$ cat config.mk
export PLATFORM = sky130hd
export DESIGN_NAME = pipe_adder
export DESIGN_NICKNAME = d
export VERILOG_FILES = /design/src/rtl/pipe_adder_pkg.sv /design/src/rtl/pipe_adder_chunk.sv /design/src/rtl/pipe_adder.sv
export SDC_FILE = /design/constraint.sdc
export NUM_CORES = 1
export LEC_CHECK = 0
export ABC_AREA = 1
export CAP_MARGIN = 5
export CORE_ASPECT_RATIO = 0.6
export CORE_MARGIN = 2
export CORE_UTILIZATION = 45
export DETAILED_ROUTE_END_ITERATION = 12
export PLACE_DENSITY = 0.68
export SLEW_MARGIN = 30
export SYNTH_ARGS = -nofsm -noshare
export SYNTH_HDL_FRONTEND = slang
export SYNTH_HIERARCHICAL = 1
export SYNTH_SLANG_ARGS = --single-unit
$ cat constraint.sdc
create_clock -name clk -period 2.7 [get_ports clk]
set_input_delay 0.405 -clock clk [delete_from_list [all_inputs] [get_ports clk]]
set_output_delay 0.405 -clock clk [all_outputs]
set_load 0.1 [all_outputs]
$ cat src/rtl/pipe_adder_pkg.sv
// pipe_adder_pkg: shared types and elaboration helpers for the pipelined adder.
//   stage_flags_t  : per-stage control/status bits (valid, carry, overflow).
//                    The top wraps it with WIDTH-sized data fields to build
//                    its stage record.
//   chunk_count()  : bits resolved per pipeline stage.
//   config_ok()    : legality of a WIDTH/STAGES pair.
package pipe_adder_pkg;

  // Width-independent part of a stage record. The top builds the full record
  // from this plus its own WIDTH-sized partial sum and remaining operands.
  typedef struct packed {
    logic valid;
    logic carry;
    logic ovf;
  } stage_flags_t;

  // Bits resolved per stage. Guarded so an illegal STAGES=0 reports through
  // config_ok() instead of failing on a divide by zero.
  function automatic int chunk_count(input int width, input int stages);
    return (stages < 1) ? 1 : width / stages;
  endfunction

  function automatic bit config_ok(input int width, input int stages);
    return (width >= 2) && (stages >= 1) && ((width % stages) == 0);
  endfunction

endpackage

$ cat src/rtl/pipe_adder_chunk.sv
// pipe_adder_chunk: combinational CHUNK-bit ripple adder built from chained
// full-adder cells (each a pair of half adders plus an OR).
//   a, b   : chunk operands
//   cin    : carry into bit 0
//   sum    : chunk sum
//   cout   : carry out of the chunk MSB
//   c_msb  : carry into the chunk MSB (used for signed overflow)
module pipe_adder_chunk #(
  parameter int CHUNK = 4
) (
  input  logic [CHUNK-1:0] a,
  input  logic [CHUNK-1:0] b,
  input  logic             cin,
  output logic [CHUNK-1:0] sum,
  output logic             cout,
  output logic             c_msb
);

  logic [CHUNK:0] carry;

  // The ripple chain lives in one process so the carry vector is not split
  // across many tiny continuous assignments.
  always_comb begin
    sum      = '0;
    carry    = '0;
    carry[0] = cin;
    for (int i = 0; i < CHUNK; i++) begin
      // first half adder: propagate/generate; second: fold in the carry
      sum[i]       = (a[i] ^ b[i]) ^ carry[i];
      carry[i + 1] = (a[i] & b[i]) | ((a[i] ^ b[i]) & carry[i]);
    end
  end

  assign cout  = carry[CHUNK];
  assign c_msb = carry[CHUNK-1];

endmodule

$ cat src/rtl/pipe_adder.sv
// pipe_adder: pipelined ripple-carry adder, one CHUNK-bit slice resolved per
// stage, with valid/ready handshakes on input and output.
//   clk, rst            : rising-edge clock, synchronous active-high reset
//   in_valid / in_ready : input handshake for operands a, b and cin
//   out_valid/out_ready : output handshake for sum, cout, ovf
//   sum                 : a+b+cin modulo 2^WIDTH
//   cout                : unsigned carry out of the MSB
//   ovf                 : two's-complement signed overflow
// Latency is STAGES cycles; throughput one beat per cycle while out_ready=1.
module pipe_adder
  import pipe_adder_pkg::*;
#(
  parameter int WIDTH  = 16,
  parameter int STAGES = 4
) (
  input  logic             clk,
  input  logic             rst,
  input  logic             in_valid,
  output logic             in_ready,
  input  logic [WIDTH-1:0] a,
  input  logic [WIDTH-1:0] b,
  input  logic             cin,
  output logic             out_valid,
  input  logic             out_ready,
  output logic [WIDTH-1:0] sum,
  output logic             cout,
  output logic             ovf
);

  localparam int CHUNK = chunk_count(WIDTH, STAGES);

  generate
    if (!config_ok(WIDTH, STAGES)) begin : g_bad_config
      $error("pipe_adder: WIDTH must be >= 2, STAGES >= 1, WIDTH %% STAGES == 0");
    end
  endgenerate

  // Stage record: control flags plus the accumulated low sum bits and the
  // operands forwarded for the chunks still to be added.
  typedef struct packed {
    stage_flags_t     flags;
    logic [WIDTH-1:0] psum;
    logic [WIDTH-1:0] rem_a;
    logic [WIDTH-1:0] rem_b;
  } stage_t;

  stage_t stage_reg  [STAGES];
  stage_t stage_next [STAGES];

  // What each stage sees on its input side: the ports for stage 0, the
  // previous stage's registers otherwise.
  logic [STAGES-1:0]            op_valid;
  logic [STAGES-1:0]            op_cin;
  logic [STAGES-1:0][WIDTH-1:0] op_a;
  logic [STAGES-1:0][WIDTH-1:0] op_b;
  logic [STAGES-1:0][WIDTH-1:0] op_psum;

  logic [STAGES-1:0][CHUNK-1:0] ch_sum;
  logic [STAGES-1:0]            ch_cout;
  logic [STAGES-1:0]            ch_cmsb;

  // load[i]: stage i captures its input this cycle. load[STAGES] is the
  // consumer; an empty stage always loads, so bubbles collapse.
  logic [STAGES:0] load;

  generate
    for (genvar gi = 0; gi < STAGES; gi++) begin : g_stage
      if (gi == 0) begin : g_first
        assign op_valid[gi] = in_valid;
        assign op_cin[gi]   = cin;
        assign op_a[gi]     = a;
        assign op_b[gi]     = b;
        assign op_psum[gi]  = '0;
      end else begin : g_next
        assign op_valid[gi] = stage_reg[gi-1].flags.valid;
        assign op_cin[gi]   = stage_reg[gi-1].flags.carry;
        assign op_a[gi]     = stage_reg[gi-1].rem_a;
        assign op_b[gi]     = stage_reg[gi-1].rem_b;
        assign op_psum[gi]  = stage_reg[gi-1].psum;
      end

      pipe_adder_chunk #(
        .CHUNK (CHUNK)
      ) u_chunk (
        .a     (op_a[gi][gi*CHUNK +: CHUNK]),
        .b     (op_b[gi][gi*CHUNK +: CHUNK]),
        .cin   (op_cin[gi]),
        .sum   (ch_sum[gi]),
        .cout  (ch_cout[gi]),
        .c_msb (ch_cmsb[gi])
      );
    end
  endgenerate

  always_comb begin
    load         = '0;
    load[STAGES] = out_ready;
    for (int i = STAGES - 1; i >= 0; i--) begin
      load[i] = !stage_reg[i].flags.valid || load[i + 1];
    end
  end

  // Next record per stage. The ovf flag is only meaningful in the last stage,
  // where the chunk MSB is the word MSB.
  always_comb begin
    for (int i = 0; i < STAGES; i++) begin
      stage_next[i]                        = '0;
      stage_next[i].flags.valid            = op_valid[i];
      stage_next[i].flags.carry            = ch_cout[i];
      stage_next[i].flags.ovf              = ch_cout[i] ^ ch_cmsb[i];
      stage_next[i].psum                   = op_psum[i];
      stage_next[i].psum[i*CHUNK +: CHUNK] = ch_sum[i];
      stage_next[i].rem_a                  = op_a[i];
      stage_next[i].rem_b                  = op_b[i];
    end
  end

  always_ff @(posedge clk) begin
    if (rst) begin
      for (int i = 0; i < STAGES; i++) begin
        stage_reg[i] <= '0;
      end
    end else begin
      for (int i = 0; i < STAGES; i++) begin
        if (load[i]) begin
          stage_reg[i] <= stage_next[i];
        end
      end
    end
  end

  assign in_ready  = load[0];
  assign out_valid = stage_reg[STAGES-1].flags.valid;
  assign sum       = stage_reg[STAGES-1].psum;
  assign cout      = stage_reg[STAGES-1].flags.carry;
  assign ovf       = stage_reg[STAGES-1].flags.ovf;

endmodule

Word-level counts from Yosys, hierarchy flattened. Memories as Yosys holds them, arrays and structs flattened. Cells that the tools add are included.

Register bits: 0. Memory bits (writable): 204. Bits of input ports: 37. Output and inout port bits: 20. Word-level logic and storage cells: 115. Memories kept: 1.

Mux-type cells: 18. Bitwise logic cells: 88. Reduce and logical (&&, ||, !) cells: 8.

Memories: stage_reg (depth 4, width 51, read ports 4, clocked after memory_dff 0, wr ports 4, line pipe_adder.sv:47) `stage_t stage_reg [STAGES];`.

Operator list (number): 51-bit 2-to-1 mux (4); 1-bit bitwise XOR (36); 1-bit AND (32); 1-bit bitwise OR (20); 1-bit 2-to-1 mux (14); 1-bit logical NOT (4); 1-bit logical OR (4).

Logic depth before layout (Yosys ltp). An unclocked memory read counts as a cell.

Word-level depth: 12. Depth in mapped cells: 10. Depth with buffers taken out: 10.

Cells and area by module. The synthesis kept the hierarchy.

By module, submodules not included: pipe_adder (instances 1, cells each 313, area an instance 3786.1 um2, sequential area each 2912.8 um2); pipe_adder_chunk (instances 4, cells each 14, area an instance 117.6 um2, sequential area each 0.0 um2).

Worst setup path after synthesis. OpenSTA, ideal clock, no wires.

Path kind: register -> register. From: memory stage_reg[3][50] (netlist name). To: memory stage_reg[0][10] (netlist name) (data pin). Library setup time: 0.256 ns. Arrival time: 2.840 ns. Required time: 2.444 ns. Path slack: -0.395 ns. Stages on the path, launching flop included: 7. Path buffers: 1. Period minus slack after synthesis: 3.095 ns. Cells stage by stage: edfxtp_1 inv_1 nor2_4 nand4_1 nand2_1 buf_2 nor2_1.

RTL lines (line): start: declaration (pipe_adder.sv:47).

==> impl_metrics.toml <==
[clocking]
clk-insertion-delay-late_ns = 0.34
htree_levels = 3
clk_pin_slew_ns = 0.06
numCtsBuffers = 9
cts_tree = "built"
clockBufferDepth = 2
post_cts_buffers = 0
cts.sinks = 97
ctsHoldBuffers = 0
cts-root-buf = "clkbuf_16"
post_cts_resized = 0

[logic_synthesis]
synth-edff-count = 97
synthTopCellsByArea = "edfxtp_1 (68%), inv_1 (12%), nor2_1 (8.6%)"
synth_cell_type_count = 16
syn-num-nets = 422
synth-seq-cells = 97
synth_top_area_share_pct = 68.43
yosysWarnings = 6
syn-cell-area_sq_um = 4257
async_reset_ff_share_pct = 0
post-synth-top-count-cell = "inv_1"
synth.avg_cell_area_sq_um = 11.54
dominantRegCellSynth = "edfxtp_1"
synth_top_area_cell = "edfxtp_1"
synth-seq-area-share_pct = 68.43
netlist_instances = 369
synth_commonest_cells = "inv_1 (137), nor2_1 (98), edfxtp_1 (97), fa_1 (16), buf_2 (5)"

[grt]
grt_max_degree = 31
use_met1_pct = 18.38
gr-max-usage-layer = "met1"
grt_use_total_pct = 12.93
grt_antenna_before_repair = 0
grt-ovfl-total = 0
grt_first_pass_wirelength_microns = 9818
met3_usage_pct = 5.863
grt_pass1_vias = 2097
met2_usage_pct = 16.86

[floorplanning]
die-area_sq_um = 10280
die_x_microns = 129.6
ios = 57
core.rowCount = 27
dieHeight_microns = 79.34
coreArea_sq_um = 9189
start_util_pct = 46.32

[route]
wl_per_cell_microns = 10.24
vias = 2213
drc = 0
avgViaCountPerCell = 3.889
wl_microns = 5824
ant_nets = 0
dr.pass1.iters = 4
drt_iter0_markers = 127

[power]
vdd_drop_max_uv = 327.6
p_leak_nw = 2.373
power_density_nw_per_um2 = 640.8

[setup_path]
required_ns = 2.78
critical_path_class = "in2reg"
end_kind = "register"
cp_data_arrival_time_ns = 2.51
start_kind = "input pin"
critPathMaxFanout = 1

[sta]
setup_ws_ns = 0.2728
hold_viol_final = 0
fin_skew_ns = 0.005307
fin_crit_sh_pct = 89.90
finalCriticalPeriod_ns = 2.427
rsz0062_at_grt = "false"
fmax_mhz = 412.0
tightest_slew_ns = 0.6596
relSlewSlack_pct = 56.02
setup_violations = 0
slew_violations = 0

[place]
dp_hpwl_microns = 4107
place_area_sq_um = 4932
port_buffers = 56
dp_slack_ns = -0.09322
place_congestion = 0.7006

[final_layout]
fill_cells = 778
fin_nets = 487
fin_area_sq_um = 5245
largest_reg_flops = 97
diodes = 0
drive_gt1_share_pct = 10.25
area_growth_pct = 23.22
final_core_util_pct = 57.08

[run_status]
status = "completed"

[worst_hold_path]
worstHoldPathType = "reg2reg"

[run]
drv_cap = 0
-- critical path, stage by stage --
cell             delay (ns)
clkdlybuf4s50_1        0.45
inv_1                  0.05
fa_1                   0.41
inv_1                  0.07
fa_1                   0.16
inv_1                  0.05
fa_1                   0.35
inv_1                  0.07
fa_1                   0.40
inv_1                  0.06
nor2_1                 0.04
-- area by class of cell --
| class | instances | area [sq um] | area share, % |
|---|---|---|---|
| multi-input combinational | 126 | 770.7 | 14.69 |
| sequential | 97 | 2913 | 55.53 |
| timing repair buffer | 62 | 568.0 | 10.83 |
| clock buffer | 11 | 232.7 | 4.437 |
| clock inverter | 5 | 80.08 | 1.527 |
| inverter | 138 | 518.0 | 9.876 |
| tap | 130 | 162.7 | 3.101 |
-- per-stage QoR --
step / hold slack (ns) / total power [W] / TNS, ns / std cells
2_1_floorplan: 0.5191 / 0.001984 / -10.32 / 369
3_3_place_gp: 0.5327 / 0.002080 / -0.06442 / 553
3_5_place_dp: 0.5340 / 0.002087 / -0.09322 / 553
4_1_cts: 0.5477 / 0.003401 / 0 / 569
5_1_grt: 0.5747 / 0.003505 / 0 / 569
6_report: 0.5467 / 0.003361 / 0 / 569
-- power by group --
| group | internal (W) | leakage (nW) | total, W | switching (W) |
|---|---|---|---|---|
| logic | 0.000109 | 1.07 | 0.000298 | 0.000188 |
| registers | 0.00173 | 1.16 | 0.00175 | 0.0000228 |
| clock network | 0.000809 | 0.146 | 0.00131 | 0.000501 |
-- cells by family after synthesis --
family / share of synthesized area (%)
buf+inv: 13.46
simple gates: 9.788
flops: 68.43
fa+ha+maj: 7.525
compound gates: 0.5880
xor+xnor: 0.2058
-- path summary, 6_finish.rpt --
check	startpoint	end	slack, ns	cells after the start
setup / recovery	a[0]	stage_reg[0][35]	0.27	11
hold / removal	stage_reg[0][15]	stage_reg[1][15]	0.55	2
setup reg to reg	stage_reg[1][24]	stage_reg[2][43]	0.37	10
hold reg to reg	stage_reg[0][15]	stage_reg[1][15]	0.55	2
-- cell usage in the layout, fill, tap and decap left out --
cell             count
edfxtp_1            97
clkdlybuf4s50_1     36
nand3_1              2
o21ai_2              1
buf_12               1
bufinv_16            2
o21ai_4              1
inv_2                1
xnor2_1              1
nand4_1              1
fa_1                16
nand2_1              4
inv_1              136
clkbuf_1             2
nand2_2              1
clkbuf_16            9
clkinv_2             1
clkinv_1             1
nor2_1              98
clkinvlp_4           2
buf_4               25
nor2_4               1
-- per-layer routing --
layer  wire length [microns]  up-vias
li1                        -     1200
met1                    3090      941
met2                    2311       63
met3                     371        9
met4                      51        0
met5                       0        -
Note: power is estimated with default switching activity, not from simulation.
